File: src/rtl/alu_control_seq.sv
// rtl/alu_control_seq.sv - ALU selector decode with multi-cycle mul/div sequencing
// Single-cycle ops complete on accept; mul/div hold the pipeline for their latency.
module alu_control_seq #(
  parameter int FUNC_W   = 6,
  parameter int AOP_W    = 4,
  parameter int SEL_W    = 4,
  parameter int MUL_LAT  = 4,
  parameter int DIV_LAT  = 8,
  parameter int MULTI_EN = 1
) (
  input  logic              clk,
  input  logic              rst_n,
  input  logic              in_valid,
  output logic              in_ready,
  input  logic [AOP_W-1:0]  aluop,
  input  logic [FUNC_W-1:0] func,
  input  logic              flush,
  output logic [SEL_W-1:0]  ops,
  output logic              ops_valid,
  output logic              stall,
  output logic              illegal
);

  typedef enum logic {IDLE, BUSY} state_t;

  localparam logic [SEL_W-1:0] SEL_NOP = SEL_W'(4'b1101);
  localparam logic [SEL_W-1:0] SEL_ILL = SEL_W'(4'b1111);
  localparam logic [3:0]       MUL_LOAD = 4'(MUL_LAT - 1);
  localparam logic [3:0]       DIV_LOAD = 4'(DIV_LAT - 1);
  localparam bit               MULTI    = (MULTI_EN != 0);

  state_t           state_q;
  logic [3:0]       cnt_q;
  logic [SEL_W-1:0] ops_q;
  logic             ops_valid_q;
  logic             illegal_q;

  logic [SEL_W-1:0] dec_sel;
  logic             dec_ill;
  logic             dec_mul;
  logic             dec_div;
  logic             dec_multi;
  logic [3:0]       lat_load;

  always_comb begin
    dec_sel = SEL_ILL;
    dec_ill = 1'b1;
    dec_mul = 1'b0;
    dec_div = 1'b0;
    case (aluop)
      AOP_W'(4'b0000): begin dec_sel = SEL_W'(4'b0010); dec_ill = 1'b0; end
      AOP_W'(4'b0001): begin dec_sel = SEL_W'(4'b0110); dec_ill = 1'b0; end
      AOP_W'(4'b0011): begin dec_sel = SEL_W'(4'b1011); dec_ill = 1'b0; end
      AOP_W'(4'b0100): begin dec_sel = SEL_W'(4'b0000); dec_ill = 1'b0; end
      AOP_W'(4'b0101): begin dec_sel = SEL_W'(4'b0001); dec_ill = 1'b0; end
      AOP_W'(4'b0110): begin dec_sel = SEL_W'(4'b1001); dec_ill = 1'b0; end
      AOP_W'(4'b0111): begin dec_sel = SEL_W'(4'b0111); dec_ill = 1'b0; end
      AOP_W'(4'b1111): begin dec_sel = SEL_W'(4'b1100); dec_ill = 1'b0; end
      AOP_W'(4'b0010): begin
        case (func)
          FUNC_W'(6'b000000): begin dec_sel = SEL_NOP;         dec_ill = 1'b0; end
          FUNC_W'(6'b100100): begin dec_sel = SEL_W'(4'b0000); dec_ill = 1'b0; end
          FUNC_W'(6'b100101): begin dec_sel = SEL_W'(4'b0001); dec_ill = 1'b0; end
          FUNC_W'(6'b100000): begin dec_sel = SEL_W'(4'b0010); dec_ill = 1'b0; end
          FUNC_W'(6'b100111): begin dec_sel = SEL_W'(4'b0100); dec_ill = 1'b0; end
          FUNC_W'(6'b000010): begin dec_sel = SEL_W'(4'b0101); dec_ill = 1'b0; dec_mul = 1'b1; end
          FUNC_W'(6'b100010): begin dec_sel = SEL_W'(4'b0110); dec_ill = 1'b0; end
          FUNC_W'(6'b011010): begin dec_sel = SEL_W'(4'b1000); dec_ill = 1'b0; dec_div = 1'b1; end
          FUNC_W'(6'b101010): begin dec_sel = SEL_W'(4'b1001); dec_ill = 1'b0; end
          default:            begin dec_sel = SEL_ILL;         dec_ill = 1'b1; end
        endcase
      end
      default: begin dec_sel = SEL_ILL; dec_ill = 1'b1; end
    endcase
  end

  assign dec_multi = MULTI && (dec_mul || dec_div);
  assign lat_load  = dec_div ? DIV_LOAD : MUL_LOAD;

  // Flush outranks both a new accept and a pending completion.
  always_ff @(posedge clk or negedge rst_n) begin
    if (!rst_n) begin
      state_q     <= IDLE;
      cnt_q       <= 4'd0;
      ops_q       <= SEL_NOP;
      ops_valid_q <= 1'b0;
      illegal_q   <= 1'b0;
    end else if (flush) begin
      state_q     <= IDLE;
      cnt_q       <= 4'd0;
      ops_q       <= SEL_NOP;
      ops_valid_q <= 1'b0;
      illegal_q   <= 1'b0;
    end else begin
      ops_valid_q <= 1'b0;
      illegal_q   <= 1'b0;
      case (state_q)
        IDLE: begin
          if (in_valid) begin
            ops_q <= dec_sel;
            if (dec_multi) begin
              state_q <= BUSY;
              cnt_q   <= lat_load;
            end else begin
              ops_valid_q <= 1'b1;
              illegal_q   <= dec_ill;
            end
          end
        end
        BUSY: begin
          if (cnt_q == 4'd1) begin
            state_q     <= IDLE;
            cnt_q       <= 4'd0;
            ops_valid_q <= 1'b1;
          end else begin
            cnt_q <= cnt_q - 4'd1;
          end
        end
      endcase
    end
  end

  assign in_ready  = (state_q == IDLE);
  assign stall     = (state_q == BUSY);
  assign ops       = ops_q;
  assign ops_valid = ops_valid_q;
  assign illegal   = illegal_q;

endmodule

File: config.mk
export PLATFORM = sky130hd
export DESIGN_NAME = alu_control_seq
export DESIGN_NICKNAME = d
export VERILOG_FILES = /design/src/rtl/alu_control_seq.sv
export SDC_FILE = /design/constraint.sdc
export NUM_CORES = 1
export LEC_CHECK = 0
export ABC_AREA = 1
export BUFFER_PORTS_ARGS = -buffer_cell sky130_fd_sc_hd__buf_2
export CORE_MARGIN = 3
export CORE_UTILIZATION = 52
export CTS_CLUSTER_DIAMETER = 100
export DETAILED_ROUTE_END_ITERATION = 10
export MAX_ROUTING_LAYER = met4
export PLACE_DENSITY = 0.75
export SYNTH_ARGS = -nofsm -noshare
export SYNTH_HDL_FRONTEND = slang
export SYNTH_SLANG_ARGS = --single-unit
File: constraint.sdc
create_clock -name clk -period 1.7 [get_ports clk]
set_input_delay 0.17 -clock clk [delete_from_list [all_inputs] [get_ports clk]]
set_output_delay 0.17 -clock clk [all_outputs]
set_load 0.03 [all_outputs]
==> flow_summary_export.csv, run 1 <==
group,metric,value,unit
status,status,"finished, final reports clean",
grt,overflow,0,
drt,vias_per_cell,5.01,
layout,design_area,0.00111,mm^2
sta,fin_skew,4.43,ps
drt,dr.first_iter.drc_count,31,
logic_synthesis,synth-seq-cells,11,
critical_path,end_kind,"flop",
layout,final_nets,187,
critical_path,start_kind,"flop",
clock_tree,clock-sinks,11,
sta,rsz0062_at_grt,"false",
drt,vias,972,
floorplanning,core,0.00159,mm^2
floorplanning,io_pins,22,
grt,grt_max_degree,12,
clock_tree,cts_max_level,1,
placed_design,placed_area,0.00107,mm^2
critical_path,critPathMaxFanout,8,
logic_synthesis,synth_edf_count,0,
sta,hold_violations,0,
power,pwr_density_cell,593,mW/mm^2
clock_tree,cts-hold-fix-buffers,1,
placed_design,numPortBuffers,21,
sta,worst_pin_slew,276,ps
clock_tree,ctsResizeCount,0,
sta,drv_slew,0,
floorplanning,die_area,0.00235,mm^2
clock_tree,post_cts_buffers,0,
critical_path,path_class,"reg -> reg",
grt,globalRouteTotalUtil,18.6,%
layout,diodes,0,
clock_tree,cts_tree,"done",
power,ir_drop,0.449,mV
drt,wl_per_cell,10.1,um
sta,period_needed,1380,ps
grt,grt_pass1_wl,3420,um
clock_tree,cts_max_path_buffers,2,
logic_synthesis,avgSynthCellArea,6.52,um^2
floorplanning,die_y,48.5,um
clock_tree,cts_root_buffer,"clkbuf_4",
clock_tree,clk_pin_slew,70,ps
drt,remaining_drc_errors,0,
sta,slew_headroom,81.5,%
logic_synthesis,ys_types,25,
logic_synthesis,synth-seq-area-share,29.7,%
drt,postRouteAntennaNets,0,
floorplanning,rows,14,
floorplanning,initial_core_util,58.9,%
clock_tree,numCtsBuffers,3,
grt,antenna_found_initial,0,
placed_design,gp_congestion,0.822,
sta,tns,0,ps
logic_synthesis,synthArstFlopShare,100,%
logic_synthesis,synth_top_cell_area_share,21.3,%
floorplanning,die_w,48.5,um
critical_path,crit_required,1900,ps
layout,area_delta_synth_final,18.4,%
drt,dr.pass1.iters,4,
grt,grt_pass1_vias,826,
critical_path,worstPathArrival,1580,ps
logic_synthesis,synth_top_flop_cell,"dfrtp_1",
logic_synthesis,synth_top_area_cell,"dfrtp_1",
sta,finalSetupViolCount,0,
run,drv_cap,0,
worst_hold_path,hold_path.class,"in -> reg",
sta,fmax,724,MHz
logic_synthesis,synthesis.area,938,um^2
logic_synthesis,synthCells,144,
clock_tree,clock_latency,270,ps
logic_synthesis,yosysWarnings,0,
power,p_leak,0.000589,uW
drt,totalWireLength,1970,um
logic_synthesis,synth_nets,160,
placed_design,dpl.hpwl,1610,um
sta,post-route-period-util,81.3,%
layout,fillers,145,
logic_synthesis,synthTopCellsByArea,"dfrtp_1 (21%), nand2_1 (15%), nor2_1 (10%)",
critical_path,r2r_slack,320,ps
layout,drive_above_1_share,28.8,%
-- layer usage --
metal	vias up	global-route usage (%)	routed length [um]
li1	504	-	-
met1	439	23.1	940
met2	27	30.5	921
met3	2	4.91	99
met4	0	4.27	5
met5	-	-	0
-- state kept, by name, indices dropped and copies added, names as in the netlist --
register	count
ops_valid	1
cnt_q	4
illegal	1
stall	1
ops	4
-- report_power, final --
group          internal [uW]  switching, uW
logic                   63.9            123
clock network           87.2           92.7
registers                282           9.79
total                    433            225
-- final cells by class --
type	instances	area, um^2	area share, %
Clock buffer	3	22.5	2.03
Sequential cell	11	279	25.1
Multi-Input combinational cell	113	584	52.6
Inverter	20	75.1	6.76
Tap cell	24	30.0	2.70
Clock inverter	1	5.00	0.450
Timing Repair Buffer	22	115	10.4
-- Yosys cell counts, types with 3 or more instances --
| library cell | instances |
|---|---|
| a21oi_1 | 7 |
| dfrtp_1 | 8 |
| dfstp_2 | 3 |
| inv_1 | 18 |
| nand2_1 | 37 |
| nand2_2 | 3 |
| nand3_1 | 11 |
| nor2_1 | 26 |
| nor2_2 | 5 |
| o21ai_0 | 4 |
| o21ai_2 | 4 |
-- critical path, cell delays in order (launching register included) --
cell and delay [ps]:
dfrtp_1 460, inv_1 200, nand2_1 120, nand2_1 170, nand2_1 80, nor3_1 190
a21oi_1 90
-- per-stage QoR --
| stage | setup WS (ps) | power, uW | util (%) | cells | hold WS, ps |
|---|---|---|---|---|---|
| 2_1_floorplan | 193 | 423 | - | 144 | -126 |
| 3_3_place_gp | 358 | 478 | 67.3 | 189 | 54.2 |
| 3_5_place_dp | 357 | 482 | 67.3 | 189 | 48.2 |
| 4_1_cts | 338 | 665 | 69.7 | 194 | 183 |
| 5_1_grt | 202 | 708 | 69.7 | 194 | 216 |
| 6_report | 319 | 658 | 69.7 | 194 | 189 |
-- worst paths after layout --
kind	startpoint	endpoint	cells past startpoint
max reg2reg	stall	ops[0]	6
min	flush	ops[1]	4
min reg2reg	ops[0]	ops[0]	2
max	stall	ops[0]	6
min in group asynchronous	rst_n	ops[1]	2
max in group asynchronous	rst_n	ops[2]	2
-- kinds of logic after synthesis --
group,after synthesis,synth area share (%)
simple gates,90,44.5
buf+inv,20,8.00
compound gates,19,13.2
flops,11,29.7
xor+xnor,2,1.87
fa+ha+maj,2,2.67
-- cells in the final DEF, fill, tap and decap left out, types with 4 or more instances in the layout --
master,netlist,routed
inv_1,18,18
nand2_1,37,37
dfrtp_1,8,8
nand3_1,11,11
o21ai_2,4,4
buf_2,0,21
nor2_1,26,26
o21ai_0,4,4
a21oi_1,7,7
nor2_2,5,5
No activity file was read; power rests on OpenSTA's default activity.
==> inputs of run 2 (changes only) <==
clock period = 1.31 ns   (was 1.7 ns; I/O delays follow)
==> run 2 against run 1 <==
Against the previous run: register-to-register slack lost 280 ps; critical path depth grew 1; via count grew 0.93%; global-route usage grew 1.8 points; clock skew grew 1.4 ps; sequential share of layout area shrank 0.90 points; utilization grew 2.9 points; clock power grew 30%; clock-buffer cell count is the same; total power grew 32%; cell count grew 2.6%.
==> flow_summary_export.csv, run 2 (synthesis results as in run 1) <==
group,metric,value,unit
run,drv_cap,0,
clock_tree,clk_pin_slew,70,ps
critical_path,ff2ff_path_depth,7,
worst_hold_path,hold_path.class,"in -> reg",
drt,totalWireLength,2150,um
critical_path,cp-startpoint,"cnt_q[1]",
clock_tree,numCtsBuffers,3,
layout,diodes,0,
sta,fmax,785,MHz
floorplanning,die_w,48.5,um
power,p_comb_share,29.4,%
floorplanning,core,0.00159,mm^2
sta,worst_pin_slew,300,ps
layout,design_area,0.00116,mm^2
sta,timing.hold.ws,157,ps
status,status,"finished, final reports clean",
layout,final_common_cell,"nand2_1",
grt,grt_pass1_wl,3720,um
placed_design,placed_area,0.00109,mm^2
power,clkPwrFrac,26.9,%
grt,antenna_found_initial,0,
layout,fillers,143,
layout,area_delta_synth_final,23.3,%
sta,fin_skew,5.86,ps
floorplanning,initial_core_util,58.9,%
floorplanning,die_area,0.00235,mm^2
sta,slew_headroom,79.9,%
worst_hold_path,hold_depth,4,
critical_path,end_kind,"flop",
floorplanning,rows,14,
placed_design,numPortBuffers,21,
drt,dr.first_iter.drc_count,19,
clock_tree,cts_max_path_buffers,2,
power,internal_power,569,uW
layout,drive_above_1_share,32.6,%
sta,post-route-period-util,97.2,%
clock_tree,cts_max_level,1,
placed_design,dpl.hpwl,1670,um
power,p_leak,0.000615,uW
critical_path,r2r_start,"cnt_q[1]",
drt,postRouteAntennaNets,0,
power,pwr_density_cell,749,mW/mm^2
layout,final_nets,192,
layout,finish.utilization,72.6,%
sta,hold_violations,0,
power,ir_drop,0.793,mV
critical_path,r2r_slack,40,ps
sta,rsz0062_at_grt,"true",
drt,vias,981,
critical_path,crit_required,1530,ps
sta,finalSetupViolCount,0,
critical_path,timing.rr.end,"ops_valid",
critical_path,worstPathArrival,1490,ps
floorplanning,io_pins,22,
power,sw_frac_of_total,34.3,%
drt,wl_per_cell,10.8,um
power,seq_power_share,43.7,%
layout,final_cell_mix,"nand2_1 (37), nor2_1 (25), buf_2 (20)",
drt,dr.pass1.iters,4,
critical_path,critPathMaxFanout,3,
placed_design,gp_congestion,0.835,
critical_path,critPathCapture,"ops_valid",
grt,globalRouteTotalUtil,20.4,%
sta,period_needed,1270,ps
critical_path,start_kind,"flop",
power,switchingPower,298,uW
layout,seq_area,280,um^2
clock_tree,cts_tree,"done",
grt,grt_max_degree,12,
grt,grt_pass1_vias,896,
sta,tns,0,ps
layout,multi_input_area,587,um^2
clock_tree,cts_root_buffer,"clkbuf_4",
clock_tree,clock_latency,280,ps
clock_tree,clock-sinks,11,
drt,remaining_drc_errors,0,
critical_path,path_class,"reg -> reg",
floorplanning,die_y,48.5,um
drt,vias_per_cell,4.93,
grt,overflow,0,
sta,drv_slew,0,
[run 2: metrics by stage]
stage	total power, uW	worst slack, ps	cells
after floorplan	549	73.9	144
after global placement	622	81.8	191
after detailed placement	629	72.6	191
after CTS	872	31.5	196
after global routing	937	-71.6	199
final	867	36.1	199
[run 2: per-layer routing]
layer | part of all wire (%) | global-route usage, % | wire, um
met3 | 6.2 | 7.06 | 132
met1 | 47 | 25.3 | 998
met4 | 0.89 | 5.21 | 19
met5 | 0 | - | 0
met2 | 46 | 31.9 | 995
[run 2: cell type report]
| cell class | instances | area share, % |
|---|---|---|
| Tap cell | 24 | 2.59 |
| Timing Repair Buffer | 27 | 13.4 |
| Multi-Input combinational cell | 113 | 50.7 |
| Clock buffer | 3 | 1.95 |
| Clock inverter | 1 | 0.432 |
| Sequential cell | 11 | 24.2 |
| Inverter | 20 | 6.70 |
[run 2: worst min-delay path by stage]
stage | start | end | slack [ps]
6_report | flush | ops[1] | 160
5_1_grt | flush | ops[1] | 180
3_3_place_gp | rst_n | illegal | 10
3_5_place_dp | rst_n | illegal | 20
2_1_floorplan | rst_n | cnt_q[0] | -160
4_1_cts | flush | ops[1] | 150
[run 2: power groups by stage]
stage / logic, uW / registers, uW / clock network [uW]
4_1_cts: 247 / 379 / 245
3_5_place_dp: 244 / 385 / 0
3_3_place_gp: 238 / 384 / 0
5_1_grt: 287 / 381 / 269
6_report: 255 / 378 / 234
2_1_floorplan: 138 / 411 / 0
[run 2: timing repair]
action / in CTS / in global routing
endpoints found under the setup margin: 0 / 4
resized for setup: 0 / 2
hold endpoints to repair: 11 / 0
buffers inserted: 0 / 3
hold buffers: 1 / 0
[run 2: critical path, stage by stage, from the launching register on]
cell and delay, ps:
dfrtp_1 400, inv_1 80, ha_1 150, nand2_1 50, nor2_1 170, inv_1 90, nor2_2 130, o21a_1 150
==> inputs of run 3 (changes only) <==
==> constraint.sdc (replaced) <==
create_clock -name clk -period 1.31 [get_ports clk]
set_input_delay 0.131 -clock clk [delete_from_list [all_inputs] [get_ports clk]]
set_output_delay 0.131 -clock clk [all_outputs]
set_load 0.01 [all_outputs]
==> run 3 against run 2 <==
Against the previous run: sequential power barely moved; via count rose by 0.61%; cell area fell by 1.1%; maximum frequency rose by 3.0%; cell count fell by 0.50%; wire length rose by 4.5%; utilization fell by 0.79 points; flip-flop and latch count did not move; critical path depth did not move; clock skew fell by 2.1 ps; combinational power fell by 7%; total power fell by 1.7%; largest cell class unchanged; highest routed layer unchanged.
==> flow_summary_export.csv, run 3 (synthesis results as in run 1) <==
group,metric,value,unit
sta,rsz0062_at_grt,"true",
critical_path,start_kind,"flop",
layout,final_cells,198,
sta,finalSetupViolCount,0,
clock_tree,numCtsBuffers,3,
status,status,"finished, final reports clean",
drt,vias_per_cell,4.98,
sta,worst_pin_slew,292,ps
floorplanning,io_pins,22,
grt,globalRouteTotalUtil,20.2,%
critical_path,crit_required,1520,ps
layout,final_common_cell,"nand2_1",
placed_design,numPortBuffers,21,
sta,period_needed,1240,ps
drt,totalWireLength,2240,um
drt,dr.first_iter.drc_count,10,
sta,hold_violations,0,
layout,fillers,157,
sta,drv_slew,0,
layout,final_cell_mix,"nand2_1 (37), nor2_1 (24), buf_2 (21)",
placed_design,place_inst,192,
floorplanning,die_area,0.00235,mm^2
floorplanning,core,0.00159,mm^2
floorplanning,initial_core_util,58.9,%
clock_tree,cts_tree,"done",
sta,timing.hold.ws,169,ps
critical_path,worstPathArrival,1440,ps
clock_tree,clock-sinks,11,
sta,slew_headroom,80.5,%
clock_tree,cts_max_level,1,
drt,dr.pass1.iters,4,
layout,drive_above_1_share,31.0,%
worst_hold_path,hold_path.class,"in -> reg",
drt,postRouteAntennaNets,0,
clock_tree,cts_max_path_buffers,2,
sta,fmax,808,MHz
critical_path,path_class,"reg -> reg",
sta,fin_skew,3.74,ps
critical_path,end_kind,"flop",
layout,diodes,0,
layout,final_nets,191,
floorplanning,die_w,48.5,um
grt,grt_pass1_wl,3730,um
run,drv_cap,0,
grt,grt_pass1_vias,904,
grt,overflow,0,
grt,antenna_found_initial,0,
clock_tree,clk_pin_slew,70,ps
placed_design,gp_congestion,0.823,
floorplanning,rows,14,
floorplanning,die_y,48.5,um
clock_tree,cts_root_buffer,"clkbuf_4",
drt,remaining_drc_errors,0,
clock_tree,clock_latency,270,ps
grt,grt_max_degree,12,
layout,area_delta_synth_final,22.0,%
critical_path,critPathMaxFanout,3,
placed_design,dpl.hpwl,1810,um
drt,vias,987,
power,p_leak,0.000605,uW
drt,wl_per_cell,11.3,um
sta,post-route-period-util,94.4,%
power,pwr_density_cell,744,mW/mm^2
power,ir_drop,0.621,mV
-- run 3: power by group --
| group | switching [uW] | internal [uW] | total [uW] |
|---|---|---|---|
| clock | 117 | 118 | 235 |
| sequential | 13.1 | 366 | 379 |
| combinational | 148 | 89.9 | 237 |
-- run 3: stage by stage --
step	utilization, %	setup WS, ps	cell area [um^2]	setup TNS [ps]	power [uW]
2_1_floorplan	-	65.7	938	0	528
3_3_place_gp	68.8	81.4	1100	0	602
3_5_place_dp	68.8	50.8	1100	0	611
4_1_cts	71.0	31.1	1130	0	847
5_1_grt	71.8	-44.0	1140	-44.0	908
6_report	71.8	73.1	1140	0	852
-- run 3: path summary, 6_finish.rpt --
path	startpoint	endpoint	slack (ps)	depth (start not counted)
max in group asynchronous	rst_n	ops[3]	780	2
hold / removal	flush	ops[1]	170	4
setup / recovery	cnt_q[1]	ops_valid	70	7
hold reg to reg	ops[0]	ops[0]	520	2
min in group asynchronous	rst_n	illegal	260	2
setup reg to reg	cnt_q[1]	ops_valid	70	7
-- run 3: layout make-up --
type | count | area, um^2 | area share (%)
timing repair buffer | 26 | 145 | 12.7
tap | 24 | 30.0 | 2.62
inverter | 20 | 75.1 | 6.56
clock buffer | 4 | 26.3 | 2.30
sequential | 11 | 279 | 24.4
multi-input combinational | 113 | 589 | 51.5
-- run 3: what timing repair did --
item,in CTS,in global routing
hold buffers,1,0
gates resized for setup,0,3
setup buffers,0,1
endpoints found under the hold margin,11,0
setup endpoints to repair,0,3
-- run 3: critical path, cell delays in order, from the launching register on --
cell and delay [ps]:
dfrtp_1 400, inv_1 90, ha_1 140, nand2_1 70
nor2_2 140, inv_1 80, nor2_2 110, o21a_1 150
-- run 3: metal layers --
| layer | global-route usage (%) | up-vias | share of wire (%) |
|---|---|---|---|
| met5 | - | - | 0 |
| met4 | 1.42 | 0 | 0.36 |
| met3 | 4.91 | 2 | 3.3 |
| met2 | 35.3 | 21 | 51 |
| met1 | 24.9 | 451 | 46 |
| li1 | - | 513 | - |
